## src/rtl/lc3_decode_stage.sv

```systemverilog
// lc3_decode_stage: LC-3 decode stage that registers the instruction and next PC and produces the execute, writeback and memory control words
module lc3_decode_stage #(
  parameter int CNT_W = 8
) (
  input  logic             clock,
  input  logic             reset,
  input  logic             enable_decode,
  input  logic [15:0]      dout,
  input  logic [15:0]      npc_in,
  output logic [15:0]      IR,
  output logic [15:0]      npc_out,
  output logic [5:0]       E_Control,
  output logic [1:0]       W_Control,
  output logic             Mem_Control,
  output logic             decode_valid,
  output logic             illegal_op,
  output logic [CNT_W-1:0] instr_count
);
  logic [3:0] op;
  logic is_add, is_and, is_not, off9, off6, is_jmp, ill;
  logic [1:0] alu, pcsel1, wsel;
  logic [15:0] ir_d, ir_q, npc_d, npc_q;
  logic [5:0] e_d, e_q;
  logic [1:0] w_d, w_q;
  logic mem_d, mem_q, valid_d, valid_q, ill_d, ill_q;
  logic [CNT_W-1:0] cnt_d, cnt_q;
  assign op     = dout[15:12];
  assign is_add = op == 4'b0001;
  assign is_and = op == 4'b0101;
  assign is_not = op == 4'b1001;
  assign off9   = op inside {4'b0000, 4'b0010, 4'b1010, 4'b1110, 4'b0011, 4'b1011};
  assign off6   = op inside {4'b0110, 4'b0111};
  assign is_jmp = op == 4'b1100;
  assign ill    = op inside {4'b0100, 4'b1000, 4'b1101, 4'b1111};
  assign alu    = is_and ? 2'b01 : is_not ? 2'b10 : 2'b00;
  assign pcsel1 = off9 ? 2'b01 : off6 ? 2'b10 : is_jmp ? 2'b11 : 2'b00;
  assign wsel   = (op inside {4'b0010, 4'b0110, 4'b1010}) ? 2'b01 : op == 4'b1110 ? 2'b10 : 2'b00;
  always_comb begin
    ir_d    = enable_decode ? dout : ir_q;
    npc_d   = enable_decode ? npc_in : npc_q;
    e_d     = enable_decode ? {alu, pcsel1, off9, (is_add | is_and) & dout[5]} : e_q;
    w_d     = enable_decode ? wsel : w_q;
    mem_d   = enable_decode ? (op == 4'b1010 || op == 4'b1011) : mem_q;
    ill_d   = enable_decode ? ill : ill_q;
    cnt_d   = enable_decode ? cnt_q + 1'b1 : cnt_q;
    valid_d = enable_decode;
  end
  always_ff @(posedge clock) begin
    if (!reset) begin
      ir_q    <= '0;
      npc_q   <= '0;
      e_q     <= '0;
      w_q     <= '0;
      mem_q   <= 1'b0;
      valid_q <= 1'b0;
      ill_q   <= 1'b0;
      cnt_q   <= '0;
    end else begin
      ir_q    <= ir_d;
      npc_q   <= npc_d;
      e_q     <= e_d;
      w_q     <= w_d;
      mem_q   <= mem_d;
      valid_q <= valid_d;
      ill_q   <= ill_d;
      cnt_q   <= cnt_d;
    end
  end
  assign IR           = ir_q;
  assign npc_out      = npc_q;
  assign E_Control    = e_q;
  assign W_Control    = w_q;
  assign Mem_Control  = mem_q;
  assign decode_valid = valid_q;
  assign illegal_op   = ill_q;
  assign instr_count  = cnt_q;
endmodule
```

## config.mk

```make
export PLATFORM = sky130hd
export DESIGN_NAME = lc3_decode_stage
export DESIGN_NICKNAME = d
export VERILOG_FILES = /design/src/rtl/lc3_decode_stage.sv
export SDC_FILE = /design/constraint.sdc
export NUM_CORES = 1
export LEC_CHECK = 0
export CELL_PAD_IN_SITES_DETAIL_PLACEMENT = 0
export CELL_PAD_IN_SITES_GLOBAL_PLACEMENT = 1
export CORE_MARGIN = 4
export CORE_UTILIZATION = 32
export CTS_CLUSTER_SIZE = 20
export DETAILED_ROUTE_END_ITERATION = 6
export PLACE_DENSITY_LB_ADDON = 0.1
export SETUP_SLACK_MARGIN = 0.4
export SLEW_MARGIN = 10
export SYNTH_ARGS = -nofsm -noshare
export SYNTH_HDL_FRONTEND = slang
export SYNTH_SLANG_ARGS = --single-unit
export TNS_END_PERCENT = 10
```

## constraint.sdc

```tcl
create_clock -name clock -period 1.6 [get_ports clock]
set_input_delay 0.16 -clock clock [delete_from_list [all_inputs] [get_ports clock]]
set_output_delay 0.16 -clock clock [all_outputs]
set_load 0.005 [all_outputs]
```

==> metrics.txt <==
status=finished clean; final setup fails=0; wire length on met3=356 um; CP cell instances=clkdlybuf4s50_1; Worst slew margin=73.9%; PortBufs=85; CTS tree=built; post-synth top area cell=dfxtp_1; initial core utilization=33.1%; largest net degree at the start of global routing=30; register area share after synthesis=52.1%; chip width=86.2 um; area of the multi-input gates=857 um2; P&R area growth vs syn=56.2%; hold buffers post-CTS=0; Synth Area in Adders=0.639%; row cnt=28; Sum Neg Setup Slack=0 ns; root buffer cell=clkbuf_8; Via density=4.52; nature of the critical path startpoint=register; Synth top area share=52.1%; GR Util All Layers=13.4%; Crit path buffers/inverters=1; CP max stage cell=clkdlybuf4s50_1; Critical Path RT=1.44 ns; WL met2=2260 um; vias in the first global route=1727; Ant. Diodes=0; leakage=1.33 nW; Fin. Hold Viols=0; post-DP HPWL=3440 um; fin crit share=82.6%; Mapped Nets=236; Top Ports=86; RR Startpoint=instr_count[2]; clock buffer depth=2; drc violations=0; Top Metal Used=met4; layout cells sized above 1=10.5%; H-Tree Level Count=2; post-synthesis mux area share=15.8%; Power Density=813 mW/mm2; CTS Buf Count=5; GPL Wtd Cong=0.702; initial antenna violation count=0; Simple-Gate Fraction of Synth Area=17.6%; Max IR drop VDD=0.463 mV; Iteration-0 DRC Markers=69; Register Area=0.00104 mm2; main combinational cell family by area after synthesis=simple AND/OR/NAND/NOR gates; CP top delay family=buffers and inverters; wire length per cell=13.3 um; vias=1668; clk slew on worst S/H paths=0.09 ns; fmax=756 MHz; Compound-Gate Fraction of Synth Area=7.86%; design area=0.00306 mm2; synth top area cells=dfxtp_1 52%, mux2i_1 16%, nor2_1 6.9%; Overflow after GRT=0; CP peak stage delay=0.53 ns; WP data arrival=1.16 ns; Synth Warn #=0; synthesized cell area=0.00196 mm2; worst skew pair latency=0.29 ns; clock sinks=51; Synth Instances=200; Post-Synth XOR/XNOR Area=1.79%; Routed Antenna Nets=0; wl on met1=2250 um; CP Class=register to output pin; Hold Crit Start=enable_decode; Tightest Pin Transition=0.392 ns; first-pass GRT wire length=8050 um; Die ar.=0.00743 mm2; area post-placement=0.00291 mm2; Final Max Slew Viols=0; most used flip-flop cell after synthesis=dfxtp_1; maxcap violations=0; Synth cell types=33; RSZ-0062 raised after global routing=true; Detailed Route WL=4900 um; clock period minus final worst setup slack=1.32 ns; EDFF count, synth=0; worst setup path startpoint=IR[15]; layout net count=329; Avg Inst Size Synth=9.79 um2; Die H=86.2 um; core footprint=0.00592 mm2; Worst Hold Class=input pin to register; post-synthesis register bit count=51; fillers=570; drt first pass iters=4; worst-path maximum fanout=2; clock skew=0.000701 ns; Synth async-reset ratio=0%; CP endpoint kind=output pin
cell usage in the layout (no fill, tap or decap), types with 4 or more instances in the layout:
cell and count:
a21oi_1 7, buf_4 14, clkbuf_8 5, clkdlybuf4s50_1 75, dfxtp_1 44, dfxtp_4 4, dlygate4sd2_1 5, dlymetal6s2s_1 4
mux2i_1 31, nand2_1 11, nand2b_1 6, nand4_1 4, nor2_1 36, nor2b_1 4, o21ai_0 5
area by class of cell:
cell class              instances  share of cell area (%)
inverters                       3                   0.368
flip-flops and latches         51                    34.0
multi-input cells             132                    28.0
clock buffers                   7                    2.50
well taps                      75                    3.07
repair buffers                100                    31.9
clock inverters                 1                   0.164
power breakdown:
part / internal (mW) / leakage (nW) / total, mW / switching [mW]
Clock: 0.308 / 0.0422 / 0.703 / 0.395
Combinational: 0.264 / 0.864 / 0.424 / 0.160
Sequential: 1.33 / 0.424 / 1.36 / 0.0308
path summary, 6_finish.rpt:
kind                          to  slack (ns)  depth (start not counted)
hold reg to reg           IR[14]        0.47                          2
setup / recovery          IR[15]        0.28                          1
hold / removal       npc_out[15]        0.25                          3
setup reg to reg  instr_count[5]        0.37                          4
cells in the mapped netlist (3+ instances only):
master and instances:
nor2b_1 4, a21oi_1 7, xor2_1 3, o21ai_0 5
mux2i_1 31, nand2_1 11, inv_1 3, buf_2 7
nand4_1 4, dfxtp_1 51, clkbuf_1 5, nor2_1 36
nand2b_1 6, a21boi_0 3
state kept, by name, summed over array words and instances (netlist names):
signal and cells:
illegal_op 1, instr_count 8, npc_out 16, IR 16, W_Control 2, E_Control 6, decode_valid 1, Mem_Control 1
routing by layer:
metal | vias to the layer above | global-route usage (%)
li1 | 863 | -
met1 | 760 | 16.6
met2 | 43 | 22.4
met3 | 2 | 4.75
met4 | 0 | 3.40
met5 | - | 0
cells by family after synthesis:
| family | Yosys count |
|---|---|
| and+or+nand+nor | 72 |
| DFF | 51 |
| muxes | 31 |
| AOI/OAI and AO/OA | 24 |
| buffers and inverters | 17 |
| xor gates and xnor gates | 4 |
| adders and majority gates | 1 |
repair_timing:
action | 4_1_cts | 5_1_grt
buffers inserted | 5 | 1
endpoints found under the setup margin | 55 | 58
resized for setup | 15 | 5
tightest hold or removal path: cells and delay by family:
family                 cells  cell delay (ns)
and+or+nand+nor            1             0.10
muxes                      1             0.09
buffers and inverters      1             0.16
per-stage QoR:
stage               power (mW)  utilization [%]  cells  setup slack, ns  hold slack (ns)
floorplan                 1.56                -    200            0.499            0.298
global placement          1.82             49.1    355            0.104            0.455
detailed placement        1.82             49.1    355           0.0864            0.460
CTS                       2.53             51.3    368            0.251            0.237
global route              2.64             51.6    369            0.221            0.243
finish                    2.49             51.6    369            0.278            0.251
No activity file was read; power rests on OpenSTA's default activity.
